[src/rtl/sdram_cmd_arbiter.sv]
// SDRAM command front-end: power-up init sequence, periodic refresh, two-port arbitration.
// Optional macro SDRAM_ARB_RR_EN selects round-robin between ports (default: port 0 fixed priority).
module sdram_cmd_arbiter #(
  parameter int unsigned      CNT_W        = 16,
  parameter logic [CNT_W-1:0] INIT_CYCLES  = CNT_W'(200),
  parameter logic [CNT_W-1:0] REF_INTERVAL = CNT_W'(1560)
) (
  input  logic clk0,
  input  logic reset,
  input  logic req0,
  input  logic req1,
  input  logic we0,
  input  logic we1,
  output logic gnt0,
  output logic gnt1,
  input  logic cmd_ack,
  input  logic cmd_busy,
  output logic nop,
  output logic ref_req,
  output logic reada,
  output logic writea,
  output logic preacharge,
  output logic load_mod,
  output logic init_done,
  output logic ref_overrun
);

  typedef enum logic [3:0] {
    S_INIT_WAIT, S_INIT_PRE, S_WAIT_PRE, S_INIT_REF1, S_WAIT_REF1,
    S_INIT_REF2, S_WAIT_REF2, S_INIT_LMR, S_WAIT_LMR, S_IDLE, S_ISSUE, S_WAIT
  } state_t;

  state_t           r_state, w_next;
  logic [CNT_W-1:0] r_init_cnt, r_ref_cnt;
  logic             r_ref_pending, r_ref_overrun, r_init_done;
  logic             r_sel_valid, r_sel_ref, r_sel_port, r_sel_we;
  logic             w_pre, w_ref, w_rd, w_wr, w_lmr;
  logic             w_quiet, w_expire, w_ref_clr, w_issue_ack, w_pick_port;

  assign w_quiet     = !cmd_busy && !cmd_ack;
  assign w_expire    = r_init_done && (r_ref_cnt == '0);
  assign w_ref_clr   = w_ref && cmd_ack;
  assign w_issue_ack = (r_state == S_ISSUE) && cmd_ack && !r_sel_ref;

`ifdef SDRAM_ARB_RR_EN
  logic r_rr;
  assign w_pick_port = (req0 && req1) ? r_rr : req1;

  always_ff @(posedge clk0 or posedge reset) begin
    if (reset)            r_rr <= 1'b0;
    else if (w_issue_ack) r_rr <= ~r_sel_port;
  end
`else
  assign w_pick_port = !req0;
`endif

  always_comb begin
    w_next = r_state;
    w_pre  = 1'b0;
    w_ref  = 1'b0;
    w_rd   = 1'b0;
    w_wr   = 1'b0;
    w_lmr  = 1'b0;
    case (r_state)
      S_INIT_WAIT: if (r_init_cnt == '0) w_next = S_INIT_PRE;
      S_INIT_PRE:  begin w_pre = 1'b1; if (cmd_ack) w_next = S_WAIT_PRE;  end
      S_WAIT_PRE:  if (w_quiet) w_next = S_INIT_REF1;
      S_INIT_REF1: begin w_ref = 1'b1; if (cmd_ack) w_next = S_WAIT_REF1; end
      S_WAIT_REF1: if (w_quiet) w_next = S_INIT_REF2;
      S_INIT_REF2: begin w_ref = 1'b1; if (cmd_ack) w_next = S_WAIT_REF2; end
      S_WAIT_REF2: if (w_quiet) w_next = S_INIT_LMR;
      S_INIT_LMR:  begin w_lmr = 1'b1; if (cmd_ack) w_next = S_WAIT_LMR;  end
      S_WAIT_LMR:  if (w_quiet) w_next = S_IDLE;
      // Selection is registered while in IDLE; the command level follows one cycle later.
      S_IDLE:      if (r_sel_valid) w_next = S_ISSUE;
      S_ISSUE: begin
        if (r_sel_ref)     w_ref = 1'b1;
        else if (r_sel_we) w_wr  = 1'b1;
        else               w_rd  = 1'b1;
        if (cmd_ack) w_next = S_WAIT;
      end
      S_WAIT:      if (w_quiet) w_next = S_IDLE;
      default:     w_next = S_INIT_WAIT;
    endcase
  end

  always_ff @(posedge clk0 or posedge reset) begin
    if (reset) begin
      r_state       <= S_INIT_WAIT;
      r_init_cnt    <= INIT_CYCLES;
      r_ref_cnt     <= REF_INTERVAL;
      r_ref_pending <= 1'b0;
      r_ref_overrun <= 1'b0;
      r_init_done   <= 1'b0;
      r_sel_valid   <= 1'b0;
      r_sel_ref     <= 1'b0;
      r_sel_port    <= 1'b0;
      r_sel_we      <= 1'b0;
    end else begin
      r_state <= w_next;
      if (r_state == S_INIT_WAIT && r_init_cnt != '0) r_init_cnt <= r_init_cnt - CNT_W'(1);
      if (r_state == S_WAIT_LMR && w_quiet) r_init_done <= 1'b1;
      if (r_init_done) begin
        if (r_ref_cnt == '0) r_ref_cnt <= REF_INTERVAL;
        else                 r_ref_cnt <= r_ref_cnt - CNT_W'(1);
      end
      // A new expiry outranks a same-cycle clear so that request is not lost.
      if (w_expire)       r_ref_pending <= 1'b1;
      else if (w_ref_clr) r_ref_pending <= 1'b0;
      if (w_expire && r_ref_pending && !w_ref_clr) r_ref_overrun <= 1'b1;
      if (r_state == S_IDLE && !r_sel_valid) begin
        r_sel_valid <= r_ref_pending | req0 | req1;
        r_sel_ref   <= r_ref_pending;
        r_sel_port  <= w_pick_port;
        r_sel_we    <= w_pick_port ? we1 : we0;
      end else if (r_state == S_ISSUE && cmd_ack) begin
        r_sel_valid <= 1'b0;
      end
    end
  end

  assign gnt0        = w_issue_ack && !r_sel_port;
  assign gnt1        = w_issue_ack &&  r_sel_port;
  assign preacharge  = w_pre;
  assign ref_req     = w_ref;
  assign reada       = w_rd;
  assign writea      = w_wr;
  assign load_mod    = w_lmr;
  assign nop         = !(w_pre || w_ref || w_rd || w_wr || w_lmr);
  assign init_done   = r_init_done;
  assign ref_overrun = r_ref_overrun;

endmodule

[config.mk]
export PLATFORM = sky130hd
export DESIGN_NAME = sdram_cmd_arbiter
export DESIGN_NICKNAME = d
export VERILOG_FILES = /design/src/rtl/sdram_cmd_arbiter.sv
export SDC_FILE = /design/constraint.sdc
export NUM_CORES = 1
export LEC_CHECK = 0
export CAP_MARGIN = 0
export CORE_MARGIN = 10
export CORE_UTILIZATION = 57
export CTS_CLUSTER_DIAMETER = 60
export DETAILED_ROUTE_END_ITERATION = 10
export GPL_ROUTABILITY_DRIVEN = 0
export PLACE_DENSITY = 0.76
export SYNTH_ARGS = -nofsm -noshare
export SYNTH_HDL_FRONTEND = slang
export SYNTH_SLANG_ARGS = --single-unit
[constraint.sdc]
create_clock -name clk0 -period 2.49 [get_ports clk0]
set_input_delay 0.498 -clock clk0 [delete_from_list [all_inputs] [get_ports clk0]]
set_output_delay 0.498 -clock clk0 [all_outputs]
set_load 0.01 [all_outputs]
==> results.py <==
metrics = {
    "run_status": {
        "status": "completed",
    },
    "cts": {
        "cts_tree": "done",
        "cts.path.max_buffers": 2,
        "postCtsSetupRepairBufs": 0,
        "ctsRootBufferMaster": "clkbuf_8",
        "ctsResizeCount": 0,
        "path_clk_slew_ns": 0.08,
        "cts_sinks": 43,
        "cts_max_level": 2,
        "cts-buffers-inserted": 5,
        "cts_hold_buf": 0,
        "insertion_delay_ns": 0.29,
    },
    "drt": {
        "routed_wl_um": 4310,
        "vias": 1735,
        "drtAntennaViolNets": 0,
        "drtIter0Drc": 84,
        "routed_via_density": 5.75,
        "drc": 0,
        "drt_pass1_iterations": 4,
        "wire_per_inst_um": 14.3,
    },
    "timing": {
        "slew_violations": 0,
        "max_freq_mhz": 424,
        "holdWs_ns": 0.471,
        "worst_slew_pin_slew_ns": 0.622,
        "min_period_ns": 2.36,
        "fin_crit_sh": 0.948,
        "setup_viol": 0,
        "tns_ns": 0,
        "rsz0062_at_grt": "false",
        "hold_viol_final": 0,
        "max_slew_margin": 0.580,
        "clock_skew_ns": 0.00819,
    },
    "synth": {
        "synth_cell_types": 43,
        "synth_top_area_frac": 0.403,
        "syn_area_um2": 2240,
        "yosys.area.top_type": "dfrtp_1",
        "ys.warnings.count": 0,
        "synth_cells": 226,
        "postSynthAreaPerCell_um2": 9.89,
        "ys_seq_area_frac": 0.485,
        "synth_nets": 237,
        "synth-edff-count": 0,
        "synthFlopType": "dfrtp_1",
        "ys_ff_latch": 43,
        "postSynth.asyncResetShare": 1.00,
        "synth.area.top_cells": "dfrtp_1 (40%), dfstp_2 (8.2%), xnor2_1 (5.5%), xor2_1 (4.3%), nor2_1 (3.4%)",
    },
    "die": {
        "io_pins": 18,
        "core-area_um2": 3720,
        "die_area_um2": 6830,
        "die_y_um": 82.6,
        "start_util": 0.602,
        "row_count": 22,
        "die_x_um": 82.6,
    },
    "setup_path": {
        "critical_path_class": "reg2out",
        "end_kind": "primary output",
        "worstPathArrival_ns": 1.86,
        "crit_chain": "nand2b_1 > nor3_2 > and3_1 > clkdlybuf4s50_1",
        "cpMaxStageDelayCell": "clkdlybuf4s50_1",
        "path_delay_family": "simple AND/OR/NAND/NOR gates",
        "required_ns": 1.99,
        "slowest_delay_ns": 0.53,
        "crit_buf_inv": 1,
        "path_max_fanout": 6,
        "crit_path_start_kind": "register",
    },
    "placed_design": {
        "dp_hpwl_um": 3100,
        "io_buffers": 17,
        "dp_cells": 294,
    },
    "worst_hold_path": {
        "min_path_type": "reg2reg",
    },
    "power_and_ir_drop": {
        "ir_drop_mv": 0.366,
        "p_int_w": 0.00145,
        "pwr-share-comb": 0.298,
        "p_total_w": 0.00206,
        "switchingPower_w": 0.000609,
        "powerDensity_nw_per_um2": 778,
        "p_sw_frac": 0.296,
        "pwr-share-seq": 0.397,
        "p_leak_nw": 1.17,
        "clockPowerShare": 0.305,
    },
    "finish": {
        "area_growth_pct": 18.5,
        "fin_util": 0.713,
        "fillers": 285,
        "final_cells": 302,
        "drive_above_1_share": 0.142,
        "num-nets-final": 264,
        "antenna_cells": 0,
    },
    "global_route": {
        "gr-total-overflow": 0,
        "grt_pass1_wl_um": 7400,
        "grt_max_degree": 44,
        "grt_usage": 0.138,
        "antenna_found_initial": 0,
        "grt_pass1_vias": 1623,
    },
    "flow_run": {
        "max_cap_viol_count": 0,
    },
}
-- logic make-up after synthesis --
family,count (synthesis),share of synthesized area
simple gates,102,0.246
xor+xnor,25,0.0979
mux,3,0.0140
compound gates,36,0.116
buf+inv,14,0.0246
fa+ha+maj,3,0.0168
flops,43,0.485
-- stage by stage --
stage | cell area, um^2 | setup slack (ns)
global placement | 2510 | 0.218
floorplan | 2240 | 0.496
CTS | 2640 | 0.0402
detailed placement | 2510 | 0.170
finish | 2650 | 0.129
global route | 2650 | 0.0286
-- synth_stat cells (4+ instances only) --
| cell | count |
|---|---|
| or4_1 | 4 |
| a21oi_1 | 5 |
| nor4_1 | 8 |
| xor2_1 | 11 |
| dfstp_2 | 7 |
| xnor2_1 | 14 |
| nand2b_1 | 6 |
| o21ai_0 | 12 |
| nand2_1 | 18 |
| nor3_1 | 14 |
| or3_1 | 5 |
| nand3_1 | 8 |
| dfrtp_1 | 36 |
| nor2_1 | 20 |
| clkbuf_1 | 4 |
| inv_1 | 8 |
-- final cells by class --
cell class	count	area [um^2]	area share
flip-flops and latches	43	1080	0.410
clock inverters	2	60.1	0.0227
inverters	8	30.0	0.0113
well taps	48	60.1	0.0227
multi-input cells	169	1100	0.416
clock buffers	6	72.6	0.0274
repair buffers	26	240	0.0907
-- layout by cell type, fill, tap and decap left out, types with 2 or more instances in the layout --
cell type / instances
or2_2: 3
o21ai_0: 12
nor3_1: 13
or3b_2: 2
buf_4: 9
o22ai_1: 3
xnor2_1: 14
a211o_1: 2
or4_4: 2
nor2_1: 20
or3_1: 5
mux2i_1: 2
nor4_1: 8
dfstp_2: 7
nand3_1: 8
o21bai_1: 2
o41ai_1: 2
dfrtp_1: 36
or4_1: 4
clkbuf_8: 5
a21o_1: 3
nand2b_1: 6
bufinv_16: 2
nor4b_1: 2
nand2_1: 18
ha_1: 3
clkdlybuf4s50_1: 16
nand4_1: 3
inv_1: 8
xor2_1: 11
nor2b_1: 2
a21oi_1: 5
-- power by group through the flow --
stage	Sequential [W]	Clock [W]	Combinational [W]
after floorplan	0.000813	0	0.000418
after global placement	0.000824	0	0.000595
after detailed placement	0.000828	0	0.000612
after CTS	0.000814	0.000645	0.000614
after global routing	0.000824	0.000673	0.000672
final	0.000817	0.000629	0.000614
-- sequential cells by signal (all words and copies together), names as in the netlist --
| register | cells |
|---|---|
| r_init_cnt | 16 |
| r_sel_ref | 1 |
| r_ref_cnt | 16 |
| r_sel_we | 1 |
| r_sel_valid | 1 |
| r_state | 4 |
| init_done | 1 |
| ref_overrun | 1 |
| r_sel_port | 1 |
| r_ref_pending | 1 |
-- routing by layer --
metal,part of all wire,track usage,vias up
li1,-,-,866
met1,0.45,0.169,832
met2,0.49,0.226,33
met3,0.053,0.0410,4
met4,0.0070,0.0502,0
met5,0,0,-
-- final timing paths --
path | start | endpoint | slack [ns] | depth (start not counted)
setup / recovery | r_state[0] | gnt1 | 0.13 | 4
max in group asynchronous | reset | r_ref_cnt[9] | 1.48 | 3
hold reg to reg | r_init_cnt[9] | r_init_cnt[9] | 0.47 | 1
hold / removal | r_init_cnt[9] | r_init_cnt[9] | 0.47 | 1
min in group asynchronous | reset | r_init_cnt[13] | 0.62 | 3
setup reg to reg | r_init_cnt[6] | r_init_cnt[15] | 0.38 | 5
(Power assumes the default switching activity.)
